[src/rtl/io_read_return.sv]
`default_nettype none
// ============================================================================
// Module  : io_read_return
// Brief   : MEM-stage IO load sequencer: memory/register read return, stall,
//           sticky button status and display-select registers.
// Revision: 1.0 - initial release
// ============================================================================
module io_read_return #(
    parameter int DATA_W = 32,
    parameter int PIX_W  = 8,
    parameter int NBTN   = 4
) (
    input  logic              clk,
    input  logic              rst,
    input  logic              rd_req,
    input  logic              wr_req,
    input  logic [DATA_W-1:0] wdata,
    input  logic              mem_enb,
    input  logic              show_enb,
    input  logic              show_original_enb,
    input  logic              original_enb,
    input  logic              process_enb,
    input  logic              btn_rd,
    input  logic [DATA_W-1:0] mem_rdata,
    input  logic [PIX_W-1:0]  orig_rdata,
    input  logic [PIX_W-1:0]  proc_rdata,
    input  logic [NBTN-1:0]   btn_raw,
    output logic              stall,
    output logic              rd_valid,
    output logic [DATA_W-1:0] rdata,
    output logic              show_reg,
    output logic              show_original_reg
);

    typedef enum logic [1:0] {
        S_IDLE = 2'd0,
        S_WAIT = 2'd1,
        S_RESP = 2'd2
    } state_t;

    localparam logic [1:0] C_RGN_MEM  = 2'd0;
    localparam logic [1:0] C_RGN_ORIG = 2'd1;
    localparam logic [1:0] C_RGN_PROC = 2'd2;

    state_t              r_state;
    state_t              w_next_state;
    logic [1:0]          r_region;
    logic [DATA_W-1:0]   r_rdata;
    logic                r_show;
    logic                r_show_orig;
    logic [NBTN-1:0]     r_btn_sync1;
    logic [NBTN-1:0]     r_btn_sync2;
    logic [NBTN-1:0]     r_btn_sync3;
    logic [NBTN-1:0]     r_btn_sticky;

    logic                w_mem_sel;
    logic [1:0]          w_region_code;
    logic                w_rd_accept;
    logic                w_wr_accept;
    logic                w_btn_sel;
    logic [NBTN-1:0]     w_btn_edge;
    logic [NBTN-1:0]     w_btn_clr;
    logic [DATA_W-1:0]   w_reg_rdata;
    logic [DATA_W-1:0]   w_mem_rdata;
    logic                w_unused_wdata;

    assign w_unused_wdata = ^wdata[DATA_W-1:1];

    assign w_mem_sel     = mem_enb | original_enb | process_enb;
    assign w_region_code = original_enb ? C_RGN_ORIG :
                           process_enb  ? C_RGN_PROC : C_RGN_MEM;
    assign w_rd_accept   = (r_state == S_IDLE) && rd_req;
    assign w_wr_accept   = (r_state == S_IDLE) && wr_req && !rd_req;

    // Register-region priority: show, show_original, buttons, else unmapped.
    assign w_btn_sel = btn_rd && !show_enb && !show_original_enb;

    always_comb begin
        w_reg_rdata = '0;
        if (show_enb)
            w_reg_rdata = {{(DATA_W-1){1'b0}}, r_show};
        else if (show_original_enb)
            w_reg_rdata = {{(DATA_W-1){1'b0}}, r_show_orig};
        else if (btn_rd)
            w_reg_rdata = {{(DATA_W-NBTN){1'b0}}, r_btn_sticky};
    end

    always_comb begin
        w_mem_rdata = mem_rdata;
        case (r_region)
            C_RGN_ORIG: w_mem_rdata = {{(DATA_W-PIX_W){1'b0}}, orig_rdata};
            C_RGN_PROC: w_mem_rdata = {{(DATA_W-PIX_W){1'b0}}, proc_rdata};
            default:    w_mem_rdata = mem_rdata;
        endcase
    end

    assign w_btn_edge = r_btn_sync2 & ~r_btn_sync3;
    assign w_btn_clr  = {NBTN{w_rd_accept && !w_mem_sel && w_btn_sel}};

    // Next state and handshake outputs; both forced low while in reset.
    always_comb begin
        w_next_state = r_state;
        stall        = 1'b0;
        rd_valid     = 1'b0;
        case (r_state)
            S_IDLE: begin
                stall = rd_req;
                if (rd_req)
                    w_next_state = w_mem_sel ? S_WAIT : S_RESP;
            end
            S_WAIT: begin
                stall        = 1'b1;
                w_next_state = S_RESP;
            end
            S_RESP: begin
                rd_valid     = 1'b1;
                w_next_state = S_IDLE;
            end
            default: w_next_state = S_IDLE;
        endcase
        if (!rst) begin
            stall    = 1'b0;
            rd_valid = 1'b0;
        end
    end

    always_ff @(posedge clk) begin
        if (!rst) begin
            r_state      <= S_IDLE;
            r_region     <= C_RGN_MEM;
            r_rdata      <= '0;
            r_show       <= 1'b0;
            r_show_orig  <= 1'b0;
            r_btn_sync1  <= '0;
            r_btn_sync2  <= '0;
            r_btn_sync3  <= '0;
            r_btn_sticky <= '0;
        end else begin
            r_state      <= w_next_state;
            r_btn_sync1  <= btn_raw;
            r_btn_sync2  <= r_btn_sync1;
            r_btn_sync3  <= r_btn_sync2;
            // New edges override a simultaneous clear-on-read.
            r_btn_sticky <= (r_btn_sticky & ~w_btn_clr) | w_btn_edge;

            if (w_rd_accept) begin
                if (w_mem_sel)
                    r_region <= w_region_code;
                else
                    r_rdata <= w_reg_rdata;
            end
            if (r_state == S_WAIT)
                r_rdata <= w_mem_rdata;

            if (w_wr_accept && show_enb)
                r_show <= wdata[0];
            if (w_wr_accept && show_original_enb)
                r_show_orig <= wdata[0];
        end
    end

    assign rdata             = r_rdata;
    assign show_reg          = r_show;
    assign show_original_reg = r_show_orig;

endmodule
`default_nettype wire
[config.mk]
export PLATFORM = sky130hd
export DESIGN_NAME = io_read_return
export DESIGN_NICKNAME = d
export VERILOG_FILES = /design/src/rtl/io_read_return.sv
export SDC_FILE = /design/constraint.sdc
export NUM_CORES = 1
export LEC_CHECK = 0
export CAP_MARGIN = 20
export CORE_ASPECT_RATIO = 0.6
export CORE_UTILIZATION = 28
export CTS_BUF_LIST = sky130_fd_sc_hd__clkbuf_4
export DETAILED_ROUTE_END_ITERATION = 6
export PLACE_DENSITY_LB_ADDON = 0.2
export SLEW_MARGIN = 20
export SYNTH_ARGS = -nofsm -noshare
export SYNTH_HDL_FRONTEND = slang
export SYNTH_SLANG_ARGS = --single-unit
export TNS_END_PERCENT = 10
[constraint.sdc]
create_clock -name clk -period 3.85 [get_ports clk]
set_input_delay 0.385 -clock clk [delete_from_list [all_inputs] [get_ports clk]]
set_output_delay 0.385 -clock clk [all_outputs]
set_load 0.01 [all_outputs]
==> results.json, run 1 <==
{
  "total_negative_setup_slack_ns": 0,
  "yosysMostFrequentCell": "dfxtp_1",
  "finalCriticalPeriod_ns": 2.59,
  "setup.worst_path.class": "input pin to output port",
  "synth.avg_cell_area_um2": 8.88,
  "status": "finished, final reports clean",
  "ys_async_sr_fraction_pct": 0,
  "clock_sinks": 54,
  "grt_util_all_layers_pct": 15.4,
  "rsz0062_at_grt": "no",
  "first_pass_iters": 4,
  "routed_via_density": 4.74,
  "worst-path-max-fanout": 36,
  "number_of_antenna_violations_at_the_first_check_in_global_routing": 0,
  "layout_cells_sized_above_1_pct": 4.64,
  "antenna_violating_nets_post_route": 0,
  "hold_viol": 0,
  "postRouteWirelength_um": 6620,
  "leakage_power_figure_nw": 1.20,
  "routedWlPerCell_um": 14.6,
  "timing.critical_path.slowest_stage_cell": "clkdlybuf4s50_1",
  "drc_markers": 0,
  "grt_max_degree": 37,
  "die_area_mm2": 0.00860,
  "synth.yosys.warnings": 0,
  "critical_path.startpoint_type": "input pin",
  "grt.overflow.total": 0,
  "synth_cell_types": 35,
  "path_clk_slew_ns": 0.17,
  "design_area_mm2": 0.00342,
  "synth_flop_cell": "dfxtp_1",
  "synth-seq-cells": 54,
  "yosys.area.top_type": "dfxtp_1",
  "num-nets-final": 440,
  "worstPathRequired_ns": 3.46,
  "final_setup_violation_count": 0,
  "io_pins": 130,
  "worst_path_largest_cell_delay_ns": 0.57,
  "post_synth_inst_count": 259,
  "critical_path.cell_chain": "clkdlybuf4s50_1, buf_4, clkinv_1, buf_4, nor3_1, clkdlybuf4s50_1",
  "largest_register_ffs": 32,
  "routability_congestion": 0.730,
  "synth-edff-count": 0,
  "start_util_pct": 29.1,
  "die_w_um": 119,
  "synth_top_cells_by_count": "dfxtp_1 (54), a21oi_1 (33), o211ai_1 (31), nand2_1 (26), clkbuf_1 (15)",
  "drv_cap": 0,
  "worstSkewPairLatency_ns": 0.37,
  "fin_crit_sh_pct": 67.2,
  "irDropWorstVdd_mv": 0.170,
  "crit_buf_inv": 5,
  "kind_of_cell_adding_the_most_delay_to_the_critical_path": "buffers and inverters",
  "cts_made_buffers": 5,
  "dpl_cell_area_mm2": 0.00334,
  "cts_setup_buffers": 0,
  "die_height_um": 72.2,
  "clock_tree_from_tritoncts": "done",
  "worst-endpoint-arrival_ns": 2.20,
  "max-slew-margin-rel_pct": 33.2,
  "fraction_of_post_synthesis_cell_area_in_the_top_cell_type_by_area_pct": 47.0,
  "post_synth_main_area_contributors": "dfxtp_1 (47%), o211ai_1 (10%), a21oi_1 (7.2%)",
  "cts_root_buffer": "clkbuf_4",
  "io_buffer_count": 98,
  "ctsLongestPathBuffers": 2,
  "max_clock_freq_mhz": 386,
  "hold_crit_path_type": "flop to flop",
  "dr_total_vias": 2147,
  "layout_skew_ns": 0.0167,
  "num_antenna_cells": 0,
  "rows": 25,
  "slew_violations": 0,
  "yosysSeqAreaShare_pct": 47.0,
  "end_kind": "output port",
  "wire_length_of_the_first_global_routing_pass_um": 10500,
  "core_region_area_mm2": 0.00791,
  "areaGrowthSynthToFinish_pct": 48.8,
  "drt_first_iter_violations": 122,
  "ctsResizeCount": 0,
  "synth_nets": 355,
  "first_global_vias": 2074,
  "cts_hold_repair.buffers": 0,
  "worst_slew_pin_slew_ns": 1.00,
  "dp_hpwl_um": 4700,
  "post_synth_instance_area_mm2": 0.00230,
  "cts_htree_levels": 2,
  "power_per_cell_area_mw_per_mm2": 335,
  "ff2ff_setup_slack_ns": 1.60
}
## metrics by stage
step	worst slack [ns]	std cells	power, mW	utilization, %	hold slack, ns
finish	1.26	453	1.15	43.3	0.457
global route	1.14	453	1.21	43.3	0.480
CTS	1.22	453	1.17	43.3	0.457
detailed placement	1.23	445	0.846	42.2	0.419
global placement	1.22	445	0.844	42.2	0.414
floorplan	2.22	259	0.718	-	0.412
## power breakdown
part           total (mW)  switching, mW  internal [mW]
Clock               0.314          0.178          0.137
Sequential          0.602         0.0155          0.586
Combinational       0.232          0.103          0.129
Total                1.15          0.297          0.852
## cell families (layout without fill, tap and decap cells)
kind of cell	Yosys count	count (layout)	share of synthesized area, %
compound gates	89	89	27.1
buf+inv	37	123	6.85
simple gates	77	77	17.9
fa+ha+maj	2	2	1.09
flops	54	54	47.0
## per-layer routing
| metal | vias to the layer above | GRT usage (%) | part of all wire, % |
|---|---|---|---|
| li1 | 1098 | - | - |
| met1 | 975 | 23.9 | 55 |
| met2 | 72 | 21.0 | 37 |
| met3 | 2 | 4.32 | 7.5 |
| met4 | 0 | 2.11 | 0.26 |
| met5 | - | 0 | 0 |
## worst paths after layout
path | start | depth (start not counted) | end
min | r_btn_sync1[3]$_SDFF_PN0_ | 1 | r_btn_sync2[3]$_SDFF_PN0_
min reg2reg | r_btn_sync1[3]$_SDFF_PN0_ | 1 | r_btn_sync2[3]$_SDFF_PN0_
max | rst | 6 | stall
max reg2reg | r_state[1]$_SDFFE_PN0P_ | 4 | rdata[1]$_SDFFE_PN0P_
## layout make-up
class                      count  area, um^2
clock buffer                   5        37.5
clock inverter                 3        45.0
fill                         771        4490
inverter                      12        45.0
multi-input combinational    168        1060
sequential                    54        1080
tap                          108         135
timing repair buffer         103        1020
## worst register-to-register path: cells and delay by family, from the launching register on
kind	cells	cell delay (ns)
and+or+nand+nor	2	0.94
DFF	1	0.54
buffers and inverters	1	0.38
AOI/OAI and AO/OA	1	0.33
## cell usage in the layout, fill, tap and decap left out
cell type and n:
nor3_1 5, a31oi_1 1, and3b_1 2, inv_1 11, ha_1 2, o41ai_2 1, o21ai_0 3, o311a_1 3
nand2b_1 7, nor2b_1 5, o2111ai_1 1, nor4bb_1 1, clkinv_1 1, a221o_1 5, a21oi_1 33, clkbuf_4 5
o211ai_1 31, nor3b_1 2, bufinv_16 1, buf_4 5, dfxtp_1 54, nor4b_1 1, a21o_1 1, a22o_1 4
nand3_1 6, a2111oi_0 1, clkdlybuf4s50_1 98, and2_1 13, a221oi_1 3, o21bai_1 1, or4b_2 1, nor2_1 3
and3_1 4, nand2_1 26, o21a_4 1, clkinvlp_4 2, or3_1 1
Power figures use the tool's default switching activity.
==> inputs of run 2 (changes only) <==
==> constraint.sdc (replaced) <==
create_clock -name clk -period 2.2 [get_ports clk]
set_input_delay 0.22 -clock clk [delete_from_list [all_inputs] [get_ports clk]]
set_output_delay 0.22 -clock clk [all_outputs]
set_load 0.01 [all_outputs]
==> results.json, run 2 (synthesized netlist as in run 1, its figures left out) <==
{
  "power_per_cell_area_mw_per_mm2": 584,
  "cts_root_buffer": "clkbuf_4",
  "design_area_mm2": 0.00347,
  "hold_viol": 0,
  "comb_power_share_pct": 20.3,
  "leakage_power_figure_nw": 1.24,
  "grt_util_all_layers_pct": 15.1,
  "worst_slew_pin_slew_ns": 0.614,
  "setup.worst_path.class": "flop to output port",
  "power_switching_share_pct": 25.7,
  "path_clk_slew_ns": 0.15,
  "total_negative_setup_slack_ns": 0,
  "timing.critical_path.slowest_stage_cell": "clkdlybuf4s50_1",
  "num-nets-final": 446,
  "num_antenna_cells": 0,
  "worstPathRequired_ns": 1.98,
  "share_seq_of_total_power_pct": 51.9,
  "drt_first_iter_violations": 135,
  "postRouteWirelength_um": 6480,
  "irDropWorstVdd_mv": 0.271,
  "ctsLongestPathBuffers": 2,
  "power.net_switching_mw": 0.521,
  "critical_path.startpoint_type": "flop",
  "layout_skew_ns": 0.0174,
  "slew_violations": 0,
  "final_core_util_pct": 43.9,
  "cts_setup_buffers": 0,
  "layout.cells.most_common": "clkdlybuf4s50_1",
  "hold_crit_path_type": "input pin to flop",
  "wire_length_of_the_first_global_routing_pass_um": 10300,
  "max-slew-margin-rel_pct": 58.0,
  "clock_tree_from_tritoncts": "done",
  "drv_cap": 0,
  "die_area_mm2": 0.00860,
  "clock_sinks": 54,
  "worst-endpoint-arrival_ns": 1.72,
  "drc_markers": 0,
  "status": "finished, final reports clean",
  "critical_path.cell_chain": "nor2_1, nor3_1, clkdlybuf4s50_1",
  "finish.cell_count_without_fillers": 459,
  "largest_register_ffs": 32,
  "worst_hold_slack_ns": 0.383,
  "die_w_um": 119,
  "cts_made_buffers": 5,
  "placedCellCount": 451,
  "worstSkewPairLatency_ns": 0.37,
  "post-route-worst-setup-slack_ns": 0.258,
  "finalCriticalPeriod_ns": 1.94,
  "p_total_mw": 2.03,
  "worst-path-max-fanout": 10,
  "layout.cells.most_common_list": "clkdlybuf4s50_1 (98), dfxtp_1 (54), a21oi_1 (33)",
  "p_clk_share_pct": 27.7,
  "internal-power_mw": 1.51,
  "io_pins": 130,
  "cts_htree_levels": 2,
  "dpl_cell_area_mm2": 0.00339,
  "ctsResizeCount": 0,
  "rows": 25,
  "routedWlPerCell_um": 14.1,
  "routability_congestion": 0.775,
  "cts_hold_repair.buffers": 0,
  "core_region_area_mm2": 0.00791,
  "io_buffer_count": 98,
  "worst_path_largest_cell_delay_ns": 0.57,
  "dr_total_vias": 2170,
  "start_util_pct": 29.1,
  "routed_via_density": 4.73,
  "grt.overflow.total": 0,
  "grt_max_degree": 36,
  "rsz0062_at_grt": "no",
  "max_clock_freq_mhz": 515,
  "final_setup_violation_count": 0,
  "first_pass_iters": 4,
  "kind_of_cell_adding_the_most_delay_to_the_critical_path": "buffers and inverters",
  "layout_cells_sized_above_1_pct": 6.27,
  "antenna_violating_nets_post_route": 0,
  "die_height_um": 72.2,
  "areaGrowthSynthToFinish_pct": 50.9,
  "number_of_antenna_violations_at_the_first_check_in_global_routing": 0,
  "dp_hpwl_um": 4670,
  "crit_buf_inv": 1,
  "first_global_vias": 1981,
  "fin_crit_sh_pct": 88.3,
  "end_kind": "output port",
  "pre_cts_ws_ns": 0.286
}
run 2: changes by cell type in the layout (fill, tap and decap cells not counted):
| cell | change |
|---|---|
| clkinvlp_4 | -2 |
| clkinv_4 | +1 |
| buf_4 | +6 |
| inv_6 | +1 |
run 2: final cells by class:
type	instances	area, um^2
clock buffers	5	37.5
flip-flops and latches	54	1080
clock inverters	3	47.5
repair buffers	109	1060
inverters	12	45.0
multi-input cells	168	1060
fillers	778	4440
well taps	108	135
run 2: path summary, 6_finish.rpt:
check / start / to / slack [ns] / cells past startpoint
worst min-delay path: mem_rdata[14] / rdata[14]$_SDFFE_PN0P_ / 0.38 / 3
worst max-delay path: r_state[0]$_SDFFE_PN0P_ / stall / 0.26 / 3
worst max register to register: r_region[0]$_SDFFE_PN0P_ / rdata[10]$_SDFFE_PN0P_ / 0.37 / 6
worst min register to register: r_btn_sync1[1]$_SDFF_PN0_ / r_btn_sync2[1]$_SDFF_PN0_ / 0.46 / 1
run 2: layer usage:
| metal | global-route usage [%] | wire (um) | vias to the layer above |
|---|---|---|---|
| met2 | 20.7 | 2440 | 72 |
| li1 | - | - | 1114 |
| met1 | 23.2 | 3580 | 982 |
| met5 | 0 | 0 | - |
| met4 | 2.53 | 22 | 0 |
| met3 | 4.25 | 441 | 2 |
run 2: power by group through the flow:
stage	combinational (mW)	clock, mW	sequential, mW
3_5_place_dp	0.413	0	1.07
5_1_grt	0.449	0.626	1.06
3_3_place_gp	0.410	0	1.07
6_report	0.412	0.562	1.05
4_1_cts	0.416	0.589	1.05
2_1_floorplan	0.177	0	1.08
run 2: worst min-delay path, stage by stage:
cell and delay [ns]:
clkdlybuf4s50_1 0.39, nand2_1 0.05, a21oi_1 0.05
